==> src/rtl/ebpc_pkg.sv <==
// rtl/ebpc_pkg.sv - shared types and constants for the EBPC output path
//
// DATA_W         : word width of every EBPC data port
// HDR_CNT_W      : width of the payload-count field in a merged-stream header
// stream_id_t    : which encoder stream a frame carries (header MSB)
// merger_state_t : stream merger framing states
package ebpc_pkg;

  localparam int unsigned DATA_W    = 8;
  localparam int unsigned HDR_CNT_W = DATA_W - 1;

  typedef enum logic {
    STREAM_ZNZ = 1'b0,
    STREAM_BPC = 1'b1
  } stream_id_t;

  typedef enum logic [1:0] {
    SEL,
    HDR,
    PAY
  } merger_state_t;

endpackage

==> src/rtl/ebpc_sync_fifo.sv <==
// rtl/ebpc_sync_fifo.sv - single-clock FIFO with occupancy count
//
// Ports:
//   clk_i, rst_ni  clock, asynchronous active-low reset (empties the FIFO)
//   push_i         write push_data_i; ignored while full_o
//   push_data_i    word to write
//   pop_i          drop the head word; must not be raised while empty_o
//   head_o         current head word (valid while !empty_o)
//   full_o         occ_o == DEPTH
//   empty_o        occ_o == 0
//   occ_o          number of stored words
module ebpc_sync_fifo #(
  parameter int unsigned DATA_W = 8,
  parameter int unsigned DEPTH  = 16,
  localparam int unsigned PTR_W = $clog2(DEPTH),
  localparam int unsigned OCC_W = PTR_W + 1
) (
  input  logic              clk_i,
  input  logic              rst_ni,
  input  logic              push_i,
  input  logic [DATA_W-1:0] push_data_i,
  input  logic              pop_i,
  output logic [DATA_W-1:0] head_o,
  output logic              full_o,
  output logic              empty_o,
  output logic [OCC_W-1:0]  occ_o
);

  logic [DATA_W-1:0] mem_q [DEPTH];
  logic [PTR_W-1:0]  wr_ptr_q;
  logic [PTR_W-1:0]  rd_ptr_q;
  logic [OCC_W-1:0]  occ_q;
  logic              do_push;
  logic              do_pop;

  assign full_o  = (occ_q == OCC_W'(DEPTH));
  assign empty_o = (occ_q == '0);
  assign occ_o   = occ_q;
  assign head_o  = mem_q[rd_ptr_q];

  // A push while full is dropped even if a pop happens in the same cycle;
  // the freed slot only becomes writable on the following cycle.
  assign do_push = push_i && !full_o;
  assign do_pop  = pop_i && !empty_o;

  // Pointers are exactly PTR_W bits wide, so they wrap modulo DEPTH.
  always_ff @(posedge clk_i or negedge rst_ni) begin
    if (!rst_ni) begin
      wr_ptr_q <= '0;
      rd_ptr_q <= '0;
      occ_q    <= '0;
    end else begin
      if (do_push) wr_ptr_q <= wr_ptr_q + PTR_W'(1);
      if (do_pop)  rd_ptr_q <= rd_ptr_q + PTR_W'(1);
      case ({do_push, do_pop})
        2'b10:   occ_q <= occ_q + OCC_W'(1);
        2'b01:   occ_q <= occ_q - OCC_W'(1);
        default: occ_q <= occ_q;
      endcase
    end
  end

  always_ff @(posedge clk_i) begin
    if (do_push) mem_q[wr_ptr_q] <= push_data_i;
  end

  a_no_pop_empty : assert property (@(posedge clk_i) disable iff (!rst_ni) !(pop_i && empty_o));

endmodule

==> src/rtl/ebpc_stream_merger.sv <==
// rtl/ebpc_stream_merger.sv - merges EBPC ZNZ and BPC streams into one framed stream
//
// Ports:
//   clk_i, rst_ni            clock, asynchronous active-low reset
//   znz_data_i/_vld_i/_rdy_o ZNZ input stream (rdy = ZNZ FIFO not full)
//   bpc_data_i/_vld_i/_rdy_o BPC input stream (rdy = BPC FIFO not full)
//   enc_idle_i               encoder drained; allows short flush frames
//   data_o/vld_o/rdy_i       merged output stream: header {id, cnt}, then cnt payload words
//   last_o                   final payload word of a frame
//   idle_o                   both FIFOs empty and no frame in progress
module ebpc_stream_merger
  import ebpc_pkg::*;
#(
  parameter int unsigned BURST_LEN  = 8,
  parameter int unsigned FIFO_DEPTH = 16
) (
  input  logic              clk_i,
  input  logic              rst_ni,
  input  logic [DATA_W-1:0] znz_data_i,
  input  logic              znz_vld_i,
  output logic              znz_rdy_o,
  input  logic [DATA_W-1:0] bpc_data_i,
  input  logic              bpc_vld_i,
  output logic              bpc_rdy_o,
  input  logic              enc_idle_i,
  output logic [DATA_W-1:0] data_o,
  output logic              vld_o,
  input  logic              rdy_i,
  output logic              last_o,
  output logic              idle_o
);

  localparam int unsigned OCC_W = $clog2(FIFO_DEPTH) + 1;
  localparam logic [OCC_W-1:0]     BURST_OCC = OCC_W'(BURST_LEN);
  localparam logic [HDR_CNT_W-1:0] BURST_CNT = HDR_CNT_W'(BURST_LEN);

  logic [DATA_W-1:0] znz_head, bpc_head;
  logic [OCC_W-1:0]  znz_occ, bpc_occ;
  logic              znz_full, bpc_full;
  logic              znz_empty, bpc_empty;
  logic              znz_pop, bpc_pop;

  merger_state_t        state_q, state_d;
  stream_id_t           id_q, id_d;
  stream_id_t           rr_q, rr_d;
  logic [HDR_CNT_W-1:0] cnt_q, cnt_d;
  logic [HDR_CNT_W-1:0] rem_q, rem_d;

  logic                 flush;
  logic                 znz_elig, bpc_elig;
  stream_id_t           pick_id;
  logic [OCC_W-1:0]     pick_occ;
  logic [HDR_CNT_W-1:0] pick_cnt;

  ebpc_sync_fifo #(.DATA_W(DATA_W), .DEPTH(FIFO_DEPTH)) u_znz_fifo (
    .clk_i       (clk_i),
    .rst_ni      (rst_ni),
    .push_i      (znz_vld_i),
    .push_data_i (znz_data_i),
    .pop_i       (znz_pop),
    .head_o      (znz_head),
    .full_o      (znz_full),
    .empty_o     (znz_empty),
    .occ_o       (znz_occ)
  );

  ebpc_sync_fifo #(.DATA_W(DATA_W), .DEPTH(FIFO_DEPTH)) u_bpc_fifo (
    .clk_i       (clk_i),
    .rst_ni      (rst_ni),
    .push_i      (bpc_vld_i),
    .push_data_i (bpc_data_i),
    .pop_i       (bpc_pop),
    .head_o      (bpc_head),
    .full_o      (bpc_full),
    .empty_o     (bpc_empty),
    .occ_o       (bpc_occ)
  );

  // Input readiness depends only on FIFO state, never on the output side.
  assign znz_rdy_o = !znz_full;
  assign bpc_rdy_o = !bpc_full;

  // A short frame is only allowed once the encoder is idle and nothing is
  // arriving on either stream, so residual words are not split needlessly.
  assign flush    = enc_idle_i && !znz_vld_i && !bpc_vld_i;
  assign znz_elig = (znz_occ >= BURST_OCC) || (flush && !znz_empty);
  assign bpc_elig = (bpc_occ >= BURST_OCC) || (flush && !bpc_empty);

  assign pick_id  = (znz_elig && bpc_elig) ? rr_q
                  : (bpc_elig ? STREAM_BPC : STREAM_ZNZ);
  assign pick_occ = (pick_id == STREAM_BPC) ? bpc_occ : znz_occ;
  assign pick_cnt = (pick_occ >= BURST_OCC) ? BURST_CNT : HDR_CNT_W'(pick_occ);

  assign idle_o = znz_empty && bpc_empty && (state_q == SEL);

  always_ff @(posedge clk_i or negedge rst_ni) begin
    if (!rst_ni) begin
      state_q <= SEL;
      id_q    <= STREAM_ZNZ;
      rr_q    <= STREAM_ZNZ;
      cnt_q   <= '0;
      rem_q   <= '0;
    end else begin
      state_q <= state_d;
      id_q    <= id_d;
      rr_q    <= rr_d;
      cnt_q   <= cnt_d;
      rem_q   <= rem_d;
    end
  end

  // Outputs are decoded from registered state and FIFO heads only, so they
  // hold steady while rdy_i is low (a FIFO head only moves on our own pop).
  always_comb begin
    state_d = state_q;
    id_d    = id_q;
    rr_d    = rr_q;
    cnt_d   = cnt_q;
    rem_d   = rem_q;
    vld_o   = 1'b0;
    last_o  = 1'b0;
    data_o  = '0;
    znz_pop = 1'b0;
    bpc_pop = 1'b0;

    case (state_q)
      SEL: begin
        if (znz_elig || bpc_elig) begin
          id_d    = pick_id;
          cnt_d   = pick_cnt;
          state_d = HDR;
        end
      end

      HDR: begin
        vld_o  = 1'b1;
        data_o = {id_q, cnt_q};
        if (rdy_i) begin
          rem_d   = cnt_q;
          state_d = PAY;
        end
      end

      PAY: begin
        vld_o  = 1'b1;
        data_o = (id_q == STREAM_BPC) ? bpc_head : znz_head;
        last_o = (rem_q == HDR_CNT_W'(1));
        if (rdy_i) begin
          znz_pop = (id_q == STREAM_ZNZ);
          bpc_pop = (id_q == STREAM_BPC);
          rem_d   = rem_q - HDR_CNT_W'(1);
          if (rem_q == HDR_CNT_W'(1)) begin
            state_d = SEL;
            rr_d    = (id_q == STREAM_ZNZ) ? STREAM_BPC : STREAM_ZNZ;
          end
        end
      end

      default: state_d = SEL;
    endcase
  end

  a_pay_nonempty : assert property (@(posedge clk_i) disable iff (!rst_ni)
    (state_q == PAY) |-> ((id_q == STREAM_BPC) ? !bpc_empty : !znz_empty));

endmodule

==> config.mk <==
export PLATFORM = sky130hd
export DESIGN_NAME = ebpc_stream_merger
export DESIGN_NICKNAME = d
export VERILOG_FILES = /design/src/rtl/ebpc_pkg.sv /design/src/rtl/ebpc_sync_fifo.sv /design/src/rtl/ebpc_stream_merger.sv
export SDC_FILE = /design/constraint.sdc
export NUM_CORES = 1
export LEC_CHECK = 0
export ABC_AREA = 1
export ABC_CLOCK_PERIOD_IN_PS = 3000
export CORE_MARGIN = 1
export CORE_UTILIZATION = 62
export DETAILED_ROUTE_END_ITERATION = 16
export PLACE_DENSITY = 0.91
export SYNTH_ARGS = -nofsm -noshare
export SYNTH_HDL_FRONTEND = slang
export SYNTH_HIERARCHICAL = 1
export SYNTH_SLANG_ARGS = --single-unit
==> constraint.sdc <==
create_clock -name clk_i -period 3 [get_ports clk_i]
set_input_delay 0.3 -clock clk_i [delete_from_list [all_inputs] [get_ports clk_i]]
set_output_delay 0.3 -clock clk_i [all_outputs]
set_load 0.02 [all_outputs]
==> impl_metrics.py, run 1 <==
metrics = {
    "outcome": {
        "status": "finished, final reports clean",
    },
    "pwr": {
        "swShare_pct": 37.90,
        "p_per_area_nw_per_um2": 898.6,
        "intPower_w": 0.008629,
        "switchingPower_w": 0.005265,
        "seqPwrFrac_pct": 39.4,
        "peakVddDrop_uv": 657.6,
        "p_clk_share_pct": 24.4,
        "power_leakage_nw": 6.809,
        "power_frac_comb_pct": 36.2,
    },
    "clock_tree": {
        "cts.htree.levels": 1,
        "root_buffer": "clkbuf_16",
        "cts_sinks": 298,
        "clock_latency_ns": 0.54,
        "clk_pin_slew_worst_paths_ns": 0.06,
        "cts_buffer_depth": 3,
        "cts_buffers": 28,
        "cts_tree": "yes",
    },
    "timing": {
        "rsz0062_at_grt": "true",
        "finalMaxSlewViolations": 0,
        "fin_crit_sh_pct": 98.78,
        "hold_viol_final": 0,
        "finalSetupViolCount": 0,
        "setup_tns_ns": 0,
        "finClkSkew_ns": 0.007451,
        "fmax_mhz": 337.5,
        "fin_crit_ns": 2.963,
        "tightestPinTransition_ns": 0.9468,
        "maxSlewHeadroom_pct": 36.88,
    },
    "floorplan": {
        "io_pins": 35,
        "start_util_pct": 63.04,
        "die-area_um2": 22790,
        "dieWidth_um": 151.0,
        "rows": 54,
        "core_area_um2": 21820,
        "die_y_um": 151.0,
    },
    "worst_setup_path": {
        "arrival_ns": 2.66,
        "cp_data_required_time_ns": 2.70,
        "path_class": "flip-flop to primary output",
        "rrSetupSlack_ns": 0.29,
        "startpoint_type": "flip-flop",
        "cp_max_fo": 33,
        "worstSetupEndpointType": "primary output",
    },
    "synth": {
        "ys_seq_area_share_pct": 63.51,
        "syn_nets": 1484,
        "synth.area.mux_share_pct": 0,
        "syn_inst": 1436,
        "synthXorXnorAreaFrac_pct": 1.082,
        "synth_area_per_cell_um2": 9.581,
        "synth_compound_area_share_pct": 1.610,
        "synth_top_family_by_area": "simple AND/OR/NAND/NOR gates",
        "synth_seq_cells": 298,
        "synthAdderAreaFrac_pct": 2.474,
        "yosys.area_share.simple_pct": 24.52,
        "yosys_warnings": 6,
        "syn-cell-area_um2": 13760,
        "synth_cell_types": 32,
    },
    "global_routing": {
        "grt_pass1_wl_um": 50180,
        "grt_util_met2_pct": 51.08,
        "first_global_vias": 9941,
        "grtUsageTotal_pct": 29.46,
        "met1_usage_pct": 35.99,
        "grt_max_degree": 43,
        "grt_overflow": 0,
        "grtUsageMet3_pct": 3.886,
        "antenna_found_initial": 0,
        "busiest_layer": "met2",
    },
    "cells_and_area": {
        "design_area_um2": 15460,
        "nets": 1544,
        "drive_above_1_share_pct": 8.037,
        "antenna_cells": 0,
        "fill_cells": 1406,
        "syn2layout_area_growth_pct": 12.39,
    },
    "drt": {
        "dr.pass1.iters": 6,
        "wire_per_inst_um": 18.22,
        "drt_iter0_drc": 1168,
        "vias_per_cell": 5.691,
        "ant_nets": 0,
        "via_count": 10230,
        "drc_errors": 0,
        "drt-total-wl_um": 32760,
    },
    "placed_design": {
        "hpwl_um": 20370,
        "dpl_cell_area_um2": 14400,
        "gp_congestion": 0.9230,
        "portBuffers": 34,
    },
    "run": {
        "max_cap_violations": 0,
    },
    "worst_hold_path": {
        "hold_path.class": "input pin to flip-flop",
    },
}
-- kinds of logic after synthesis --
kind of cell | Yosys count
adder cells (fa/ha/maj) | 26
AND/OR/NAND/NOR | 832
buffers and inverters | 225
flip-flops | 298
XOR/XNOR | 17
AO/OA/AOI/OAI | 38
-- state kept, by name (all words and copies together), names as in the netlist --
register	cells
rem_q	7
u_bpc_fifo/occ_o	5
u_bpc_fifo/rd_ptr_q	4
id_q	1
u_znz_fifo/wr_ptr_q	4
u_znz_fifo/occ_o	5
rr_q	1
u_znz_fifo/rd_ptr_q	4
cnt_q	5
u_znz_fifo/mem_q	128
u_bpc_fifo/mem_q	128
u_bpc_fifo/wr_ptr_q	4
state_q	2
-- timing repair --
item                                   4_1_cts  5_1_grt
endpoints found under the hold margin       42        0
setup endpoints to repair                    8        7
hold buffers                                 1        0
setup buffers                               14        0
gates resized for setup                     25       15
gates cloned                                 2        0
pin swaps                                    2        0
-- synthesized netlist by cell type --
cell / n / area [µm²]
edfxtp_1: 256 / 7687
a21oi_1: 6 / 30.03
clkbuf_1: 6 / 22.52
xor2_1: 11 / 96.34
buf_6: 4 / 45.04
nor2_4: 3 / 33.78
nand2_2: 6 / 37.54
nand2_4: 2 / 22.52
o211ai_1: 1 / 7.510
inv_2: 9 / 33.78
buf_4: 7 / 52.55
o221ai_1: 2 / 17.52
o21ai_2: 3 / 26.28
nand4_1: 6 / 37.54
nor2_2: 1 / 6.260
nor3_1: 3 / 15.01
or2_2: 2 / 12.51
xnor2_1: 6 / 52.55
nor2_1: 155 / 581.8
o21ai_0: 23 / 115.1
buf_2: 28 / 140.1
nand3_2: 1 / 10.01
nand3_1: 127 / 635.6
fa_1: 2 / 40.04
o21ai_1: 1 / 5.000
dfrtp_1: 42 / 1051
a32o_1: 2 / 20.02
nand2_1: 525 / 1971
ha_1: 24 / 300.3
nor3_2: 1 / 10.01
buf_1: 2 / 7.510
inv_1: 169 / 634.4
-- power by group through the flow --
| stage | Clock [W] | Sequential (W) | Combinational (W) |
|---|---|---|---|
| 6_report | 0.00339 | 0.00547 | 0.00503 |
| 5_1_grt | 0.00354 | 0.00552 | 0.00549 |
| 4_1_cts | 0.00340 | 0.00546 | 0.00489 |
| 3_5_place_dp | 0 | 0.00550 | 0.00466 |
| 3_3_place_gp | 0 | 0.00547 | 0.00445 |
| 2_1_floorplan | 0 | 0.00538 | 0.00333 |
-- cell type report --
cell class                      instances  area (µm²)  share of cell area, %
Timing Repair Buffer                   76       698.2                  4.515
Inverter                              178       695.7                  4.499
Clock buffer                           51       873.3                  5.648
Sequential cell                       298        8745                  56.55
Timing Repair inverter                  1       5.005                0.03237
Multi-Input combinational cell        913        4090                  26.45
Clock inverter                          1       5.005                0.03237
Tap cell                              280       350.3                  2.266
-- worst max-delay path, stage by stage, from the launching register on --
cell,delay [ns]
dfrtp_2,0.48
buf_12,0.24
buf_6,0.21
nand2_1,0.08
nand3_1,0.10
nand2_1,0.07
nor2_1,0.10
nand2_1,0.08
nand2_1,0.13
nand3_1,0.10
nand3_1,0.10
nand2_1,0.06
inv_1,0.06
clkdlybuf4s15_1,0.29
-- per-stage QoR --
stage	cells	worst slack [ns]	utilization (%)	hold WS, ns	power, W
floorplan	1436	0.6092	-	0.004409	0.008716
global placement	1729	0.2223	65.98	0.4810	0.009915
detailed placement	1729	0.1923	65.98	0.4853	0.01016
CTS	1798	0.01718	70.84	0.4478	0.01375
global route	1798	-0.04475	70.85	0.4732	0.01456
finish	1798	0.03672	70.85	0.4640	0.01389
-- path summary, 6_finish.rpt --
path | depth (start not counted) | startpoint | end
worst min-delay path | 3 | rdy_i | rr_q
min in group asynchronous | 2 | rst_ni | u_znz_fifo/rd_ptr_q[3]
max in group asynchronous | 2 | rst_ni | u_bpc_fifo/rd_ptr_q[0]
worst min register to register | 2 | cnt_q[4] | cnt_q[4]
worst max register to register | 17 | state_q[0] | u_bpc_fifo/occ_o[4]
worst max-delay path | 13 | u_bpc_fifo/rd_ptr_q[0] | data_o[2]
-- per-layer routing --
| metal | routed length (µm) | part of all wire, % | up-vias |
|---|---|---|---|
| met5 | 0 | 0 | - |
| met4 | 1701 | 5.2 | 0 |
| met3 | 2875 | 8.8 | 135 |
| met2 | 16380 | 50 | 616 |
| met1 | 11810 | 36 | 4767 |
| li1 | - | - | 4715 |
-- cells in the final DEF, fill, tap and decap left out, types with 3 or more instances in the layout --
cell type        Yosys  routed
o21ai_1              1       3
xor2_1              11      11
o21ai_0             23      20
clkbuf_1             6      13
xnor2_1              6       6
nand3_1            127     127
clkbuf_16            0      29
clkbuf_4             0       4
buf_4                7      35
nor2_4               3       3
ha_1                24      24
inv_4                0       5
dfrtp_1             42      37
clkbuf_8             0       5
nand4_1              6       6
inv_2                9       3
buf_6                4       3
dfrtp_2              0       5
o21ai_2              3       4
clkdlybuf4s50_1      0      24
clkbuf_2             0       3
inv_1              169     167
a21oi_1              6       6
nand2_1            525     525
nand2_2              6       6
edfxtp_1           256     256
nor3_1               3       3
nor2_1             155     154
Power figures use the tool's default switching activity.
==> run 2: changes to the inputs <==
--- a/constraint.sdc
+++ b/constraint.sdc
@@ -3,2 +3,2 @@
 set_output_delay 0.3 -clock clk_i [all_outputs]
-set_load 0.02 [all_outputs]
+set_load 0.05 [all_outputs]
==> run 2 against run 1 <==
Compared with the run above:
- sequential power about the same
- worst setup slack improved by 0.076 ns
- global-route usage decreased by 2.3 points
- routed wire length decreased by 6.6%
- register-to-register slack got worse by 0.03 ns
- via count decreased by 1.4%
- cell count decreased by 0.61%
- critical endpoint is now data_o[4]
- largest cell class unchanged
==> impl_metrics.py, run 2 (synthesis gave the netlist of run 1 again) <==
metrics = {
    "timing": {
        "rsz0062_at_grt": "true",
        "fin_ws_ns": 0.1126,
        "fin_crit_ns": 2.887,
        "finClkSkew_ns": 0.02234,
        "hold_viol_final": 0,
        "tightestPinTransition_ns": 0.8256,
        "finalMaxSlewViolations": 0,
        "fmax_mhz": 346.3,
        "fin_crit_sh_pct": 96.25,
        "maxSlewHeadroom_pct": 44.75,
        "whs_ns": 0.3344,
        "finalSetupViolCount": 0,
    },
    "worst_setup_path": {
        "cp_data_required_time_ns": 2.70,
        "rrSetupSlack_ns": 0.26,
        "startpoint_type": "flip-flop",
        "reg2reg_to": "u_znz_fifo/occ_o[4]",
        "worstSetupEndpointType": "primary output",
        "arrival_ns": 2.59,
        "r2r_cells": 17,
        "path_class": "flip-flop to primary output",
        "cp_max_fo": 16,
        "r2r-start": "state_q[0]",
    },
    "floorplan": {
        "dieWidth_um": 151.0,
        "io_pins": 35,
        "start_util_pct": 63.04,
        "rows": 54,
        "die_y_um": 151.0,
        "core_area_um2": 21820,
        "die-area_um2": 22790,
    },
    "cells_and_area": {
        "final_common_cell": "nand2_1",
        "reg.largest.list": "u_bpc_fifo/mem_q x128, u_znz_fifo/mem_q x128, rem_q x7",
        "multiInputGateArea_um2": 4105,
        "nets": 1533,
        "syn2layout_area_growth_pct": 12.24,
        "fin_cells": 1787,
        "layout_common_cells": "525 x nand2_1, 256 x edfxtp_1, 168 x inv_1",
        "drive_above_1_share_pct": 7.366,
        "fill_cells": 1361,
        "fin_util_pct": 70.76,
        "seq_area_um2": 8741,
        "antenna_cells": 0,
    },
    "pwr": {
        "power_w": 0.01386,
        "swShare_pct": 38.39,
        "peakVddDrop_uv": 587.0,
        "power_leakage_nw": 6.740,
        "power_frac_comb_pct": 36.7,
        "p_per_area_nw_per_um2": 897.2,
        "seqPwrFrac_pct": 39.4,
        "p_clk_share_pct": 23.9,
        "switchingPower_w": 0.005320,
        "intPower_w": 0.008536,
    },
    "global_routing": {
        "grt_pass1_wl_um": 46490,
        "grtUsageTotal_pct": 27.16,
        "grt_max_degree": 82,
        "antenna_found_initial": 0,
        "first_global_vias": 9375,
        "grt_overflow": 0,
    },
    "placed_design": {
        "hpwl_um": 19230,
        "dp_slack_ns": 0.2081,
        "dp_cells": 1725,
        "gp_congestion": 0.8900,
        "portBuffers": 34,
    },
    "drt": {
        "wire_per_inst_um": 17.12,
        "dr.pass1.iters": 7,
        "vias_per_cell": 5.647,
        "drt-total-wl_um": 30600,
        "ant_nets": 0,
        "drc_errors": 0,
        "drt_iter0_drc": 1184,
        "via_count": 10090,
    },
    "clock_tree": {
        "cts_tree": "yes",
        "cts_sinks": 298,
        "cts_buffer_depth": 3,
        "cts_buffers": 29,
        "root_buffer": "clkbuf_16",
        "clk_pin_slew_worst_paths_ns": 0.06,
        "cts.htree.levels": 1,
        "clock_latency_ns": 0.55,
    },
    "worst_hold_path": {
        "hold_path.class": "input pin to async pin",
    },
    "run": {
        "max_cap_violations": 0,
    },
    "outcome": {
        "status": "finished, final reports clean",
    },
}
[run 2: power groups by stage]
stage / Sequential, W / Combinational, W / Clock, W
2_1_floorplan: 0.00538 / 0.00345 / 0
6_report: 0.00546 / 0.00508 / 0.00331
3_5_place_dp: 0.00551 / 0.00479 / 0
4_1_cts: 0.00544 / 0.00488 / 0.00335
5_1_grt: 0.00551 / 0.00558 / 0.00348
3_3_place_gp: 0.00549 / 0.00460 / 0
[run 2: what timing repair did]
item	CTS	global route
pin swaps	1	1
gates cloned	0	1
endpoints found under the hold margin	28	0
setup endpoints to repair	4	9
hold buffers	1	0
resized for setup	1	15
setup buffers	4	3
[run 2: how the worst max path moves through the flow]
stage / startpoint / cells after the start / end
floorplan: state_q[0] / 4 / data_o[5]
global placement: state_q[0] / 17 / u_znz_fifo/occ_o[4]
detailed placement: state_q[0] / 17 / u_znz_fifo/occ_o[4]
CTS: u_znz_fifo/rd_ptr_q[0] / 13 / data_o[7]
global route: u_bpc_fifo/rd_ptr_q[0] / 13 / data_o[7]
finish: u_bpc_fifo/rd_ptr_q[1] / 10 / data_o[4]
[run 2: layout make-up]
type                    instances  area share, %
flip-flops and latches        298          56.60
multi-input cells             914          26.58
clock buffers                  45          5.283
repair buffers                 64          4.521
inverters                     178          4.448
well taps                     280          2.269
clock inverters                 8         0.2917
[run 2: per-layer routing]
layer	global-route usage [%]	part of all wire, %	vias up
met3	4.247	8.8	94
met4	11.90	3.7	0
met2	47.11	51	580
met1	33.77	37	4721
met5	0	0	-
li1	-	-	4697
[run 2: critical path, cell delays in order, from the launching register on]
cell,delay (ns)
dfrtp_1,0.43
inv_1,0.46
nand3_1,0.17
nand3_1,0.17
nand2_1,0.07
nand2_1,0.13
nand3_1,0.11
nand3_1,0.12
nand2_1,0.10
inv_1,0.12
buf_12,0.14
[run 2: through the flow]
step / area [µm²] / TNS, ns
after CTS: 15360 / 0
after global routing: 15440 / -0.006295
final: 15440 / 0
after detailed placement: 14460 / 0
after global placement: 14460 / 0
after floorplan: 13760 / 0
==> run 3: changes to the inputs <==
PLACE_DENSITY = 0.86   (was 0.91)
RECOVER_POWER = 25   (was unset)
==> run 3 against run 2 <==
Compared with the run above:
- sequential share of layout area is 0.65 points lower
- flip-flop and latch count stayed put
- combinational power is 1% lower
- critical path depth stayed put
==> impl_metrics.py, run 3 (synthesis gave the netlist of run 1 again) <==
metrics = {
    "outcome": {
        "status": "finished, final reports clean",
    },
    "timing": {
        "finalMaxSlewViolations": 0,
        "fin_crit_ns": 2.884,
        "hold_viol_final": 0,
        "fin_crit_sh_pct": 96.15,
        "finClkSkew_ns": 0.01678,
        "fmax_mhz": 346.7,
        "tightestPinTransition_ns": 0.9865,
        "whs_ns": 0.4418,
        "finalSetupViolCount": 0,
        "maxSlewHeadroom_pct": 34.23,
    },
    "cells_and_area": {
        "antenna_cells": 0,
        "final_common_cell": "nand2_1",
        "reg.largest.list": "u_bpc_fifo/mem_q x128, u_znz_fifo/mem_q x128, rem_q x7",
        "fill_cells": 1415,
        "syn2layout_area_growth_pct": 13.57,
        "nets": 1536,
        "fin_util_pct": 71.60,
        "drive_above_1_share_pct": 8.201,
        "layout_common_cells": "525 x nand2_1, 256 x edfxtp_1, 168 x inv_1",
    },
    "worst_setup_path": {
        "rrSetupSlack_ns": 0.30,
        "worstSetupEndpointType": "primary output",
        "cp_data_required_time_ns": 2.70,
        "startpoint_type": "flip-flop",
        "crit_top_cell": "nand2_1",
        "path_cells": "buf_12, nand2_1, nand3_1, nand3_1, nand2_1, nand2_1, a32o_1, o21ai_0, inv_1, buf_12",
        "path_class": "flip-flop to primary output",
        "cp_slowest_cell": "dfrtp_2",
        "cp_max_fo": 81,
        "arrival_ns": 2.58,
        "critical-path-max-stage-delay_ns": 0.42,
    },
    "drt": {
        "via_count": 9979,
        "vias_per_cell": 5.569,
        "drt_iter0_drc": 956,
        "drt-total-wl_um": 30920,
        "ant_nets": 0,
        "dr.pass1.iters": 6,
        "drc_errors": 0,
        "wire_per_inst_um": 17.25,
    },
    "placed_design": {
        "portBuffers": 34,
        "hpwl_um": 18910,
        "gp_congestion": 0.9145,
    },
    "global_routing": {
        "antenna_found_initial": 0,
        "grt_pass1_wl_um": 47890,
        "grt_max_degree": 82,
        "grtUsageTotal_pct": 27.65,
        "first_global_vias": 9519,
        "grt_overflow": 0,
    },
    "clock_tree": {
        "cts_buffers": 30,
        "clk_pin_slew_worst_paths_ns": 0.07,
        "root_buffer": "clkbuf_16",
        "cts_tree": "yes",
        "cts_sinks": 298,
        "cts.htree.levels": 1,
        "clock_latency_ns": 0.55,
        "cts_buffer_depth": 3,
    },
    "pwr": {
        "peakVddDrop_uv": 645.0,
        "p_per_area_nw_per_um2": 925.2,
        "power_leakage_nw": 6.847,
    },
    "worst_hold_path": {
        "hold_path.class": "input pin to async pin",
    },
    "run": {
        "max_cap_violations": 0,
    },
    "floorplan": {
        "rows": 54,
        "io_pins": 35,
        "die_y_um": 151.0,
        "die-area_um2": 22790,
        "start_util_pct": 63.04,
        "dieWidth_um": 151.0,
        "core_area_um2": 21820,
    },
}
run 3: cell types whose count changed in the layout (fill, tap and decap cells not counted), sizes merged:
cell and change:
dlygate4sd2 +1, inv -3, clkdlybuf4s50 -11, clkinvlp +1, bufinv +6, clkbuf -8
nor2 +1, clkinv +7, dlygate4sd3 +11
run 3: final timing paths:
kind	start	to	cells after the start
min in group clk_i	rdy_i	rr_q	3
worst max register to register	state_q[0]	u_znz_fifo/occ_o[4]	17
worst max-delay path	u_bpc_fifo/rd_ptr_q[0]	data_o[1]	10
worst min register to register	cnt_q[4]	cnt_q[4]	2
max in group asynchronous	rst_ni	u_bpc_fifo/rd_ptr_q[1]	2
worst min-delay path	rst_ni	rem_q[2]	2
run 3: routing by layer:
layer,vias to the layer above,part of all wire [%],GRT usage (%),wire length (µm)
met5,-,0,0,0
met4,0,3.8,12.10,1173
met3,86,8.2,4.428,2542
met2,500,50,47.68,15460
met1,4681,38,34.50,11750
li1,4712,-,-,-
run 3: repair_timing:
action,4_1_cts,5_1_grt
cloned,0,2
endpoints found under the hold margin,42,0
gates resized for setup,3,11
pin swaps,0,2
buffers inserted,0,6
setup endpoints to repair,8,8
hold buffers,1,0
run 3: metrics by stage:
| stage | power, W | instances | setup WS (ns) | TNS (ns) | cell area (µm²) |
|---|---|---|---|---|---|
| final | 0.01446 | 1792 | 0.1156 | 0 | 15630 |
| after detailed placement | 0.01029 | 1727 | 0.3247 | 0 | 14460 |
| after global placement | 0.01011 | 1727 | 0.3890 | 0 | 14460 |
| after global routing | 0.01521 | 1792 | -0.0009401 | -0.0009401 | 15630 |
| after floorplan | 0.008835 | 1436 | 0.3804 | 0 | 13760 |
| after CTS | 0.01431 | 1784 | -0.03698 | -0.03698 | 15540 |
run 3: power breakdown:
group | switching [W] | leakage (nW) | internal (W)
Clock | 0.00154 | 0.525 | 0.00243
Sequential | 0.000397 | 2.84 | 0.00508
Combinational | 0.00347 | 3.48 | 0.00154
Total | 0.00541 | 6.85 | 0.00905
run 3: layout make-up:
type                       instances  area, µm²  share of cell area (%)
timing repair buffer              65      674.4                   4.316
inverter                         178      688.2                   4.404
sequential                       298       8742                   55.95
clock inverter                    19      257.7                   1.650
multi-input combinational        915       4104                   26.27
clock buffer                      37      808.3                   5.173
tap                              280      350.3                   2.242
run 3: critical path: cells and delay by family, from the launching register on:
family | cells | cell delay, ns
DFF | 1 | 0.42
and+or+nand+nor | 5 | 0.58
buffers and inverters | 3 | 0.57
AOI/OAI and AO/OA | 2 | 0.43
==> edit: new RTL, config.mk and constraints of run 2 <==
The 3 states of `merger_state_t` get a one-hot encoding in 3 bits.
--- a/src/rtl/ebpc_pkg.sv
+++ b/src/rtl/ebpc_pkg.sv
@@ -16,6 +16,6 @@
 
-  typedef enum logic [1:0] {
-    SEL,
-    HDR,
-    PAY
+  typedef enum logic [2:0] {
+    SEL = 3'b001,
+    HDR = 3'b010,
+    PAY = 3'b100
   } merger_state_t;
Check against the original RTL: same outputs for any inputs over 4 cycles, from zero or initial values and one cycle with rst_ni low; so few cycles prove little.
==> edit against run 2 <==
Synthesized area down 0.37%. Wire length up 2.4%. Critical path depth unchanged. Count of clock-buffer cells in the layout down 7. Power about the same. First-iteration DRC count down 14%. Sequential cell count up 1. Die area down 0.37%. Worst setup slack worse by 0.0057 ns. Combinational power down 4.9%. Clock skew down 0.0076 ns. Core utilization up 0.29 points. Synthesized cell count down 0.91%. Final area up 0.11%.
==> edit: results <==
set metrics [dict create \
    outcome "finished, final reports clean" \
    vdd_drop_max_uv 627.4 \
    pre_cts_ws_ns 0.2801 \
    dp_cells 1713 \
    via_per_inst 5.690 \
    p_per_area_nw_per_um2 895.7 \
    synth.distinct_cells 39 \
    grt_pass1_vias 9594 \
    hpwl_um 19810 \
    cp_max_fo 35 \
    dr.pass1.iters 6 \
    reg2reg_to "u_bpc_fifo/occ_o[4]" \
    gp_congestion 0.8928 \
    min_path_type "in2async" \
    fin_skew_ns 0.01469 \
    r2r_cells 18 \
    ys_top_cells_by_count "519 x nand2_1, 256 x edfxtp_1, 163 x nor2_1, 159 x inv_1, 116 x nand3_1" \
    dpl-instance-area_um2 14420 \
    nets 1515 \
    slowest_stage "dfrtp_2" \
    grt_usage_pct 28.40 \
    drive_above_1_share_pct 8.384 \
    holdWs_ns 0.4466 \
    yosys-top-cells-area "edfxtp_1 56%, nand2_1 14%, dfrtp_1 7.7%, nor2_1 4.5%, inv_1 4.4%" \
    async_reset_ff_share_pct 14.38 \
    finalNonFillerCells 1771 \
    grt_pass1_wl_um 48580 \
    syn_inst 1423 \
    grt_max_degree 56 \
    ys_seq_area_share_pct 63.94 \
    critical_path.max_stage_delay_ns 0.42 \
    drt_wl_total_um 31330 \
    leakage_nw 6.698 \
    rrSetupSlack_ns 0.37 \
    drtIter0Drc 1020 \
    reg2reg_from "state_q[1]" \
]
[edit: changes by cell type in the layout (fill, tap and decap cells not counted), moves of 3 or more]
cell,delta
nand2_1,-6
nand2_2,+3
clkbuf_1,-10
o21ai_2,-3
buf_4,-3
inv_1,-11
clkbuf_8,+4
clkinv_2,+3
o32ai_2,+3
nand3_1,-11
nor2_2,+3
nor2_1,+8
[edit: worst max path at each step]
stage,endpoint,start,cells after the start,slack [ns]
floorplan,data_o[2],u_znz_fifo/rd_ptr_q[1],9,0.25
global placement,u_bpc_fifo/occ_o[4],rdy_i,16,0.35
detailed placement,u_bpc_fifo/occ_o[4],rdy_i,16,0.28
CTS,data_o[4],u_bpc_fifo/rd_ptr_q[2],10,0.08
global route,idle_o,u_bpc_fifo/occ_o[1],6,0.006
finish,data_o[5],u_znz_fifo/rd_ptr_q[0],10,0.11
[edit: metal layers]
metal	up-vias	GRT usage, %	wire length [µm]
met3	115	3.970	2656
met4	0	12.90	1430
li1	4658	-	-
met2	591	50.00	15760
met5	-	0	0
met1	4713	34.77	11480
[edit: critical path: cells and delay by family, from the launching register on]
kind | cells | cell delay [ns]
AND/OR/NAND/NOR | 7 | 0.65
buffers and inverters | 2 | 0.58
flip-flops | 1 | 0.42
AO/OA/AOI/OAI | 1 | 0.37
[edit: what timing repair did]
item | in CTS | in global routing
gates resized for setup | 5 | 8
pin swaps | 0 | 1
gates cloned | 0 | 1
hold buffers | 1 | 0
buffers inserted | 0 | 5
endpoints found under the hold margin | 42 | 0
endpoints found under the setup margin | 4 | 6
[edit: cells by family (layout without fill, tap and decap cells)]
| group | count (synthesis) | count (layout) | synth area share (%) |
|---|---|---|---|
| buffers and inverters | 214 | 281 | 6.372 |
| xor gates and xnor gates | 17 | 17 | 1.086 |
| AOI/OAI and AO/OA | 39 | 39 | 1.707 |
| DFF | 299 | 299 | 63.94 |
| adders and majority gates | 22 | 22 | 2.118 |
| and+or+nand+nor | 832 | 833 | 24.77 |
[edit: cell type report]
cell class | instances | area, µm²
clock inverters | 13 | 116.4
repair buffers | 61 | 651.9
flip-flops and latches | 299 | 8768
inverters | 169 | 649.4
clock buffers | 38 | 819.5
fillers | 1404 | 6297
multi-input cells | 911 | 4103
well taps | 280 | 350.3
[edit: power breakdown]
group | switching (mW) | internal (mW)
registers | 0.378 | 5.10
logic | 3.34 | 1.49
clock network | 1.46 | 2.08
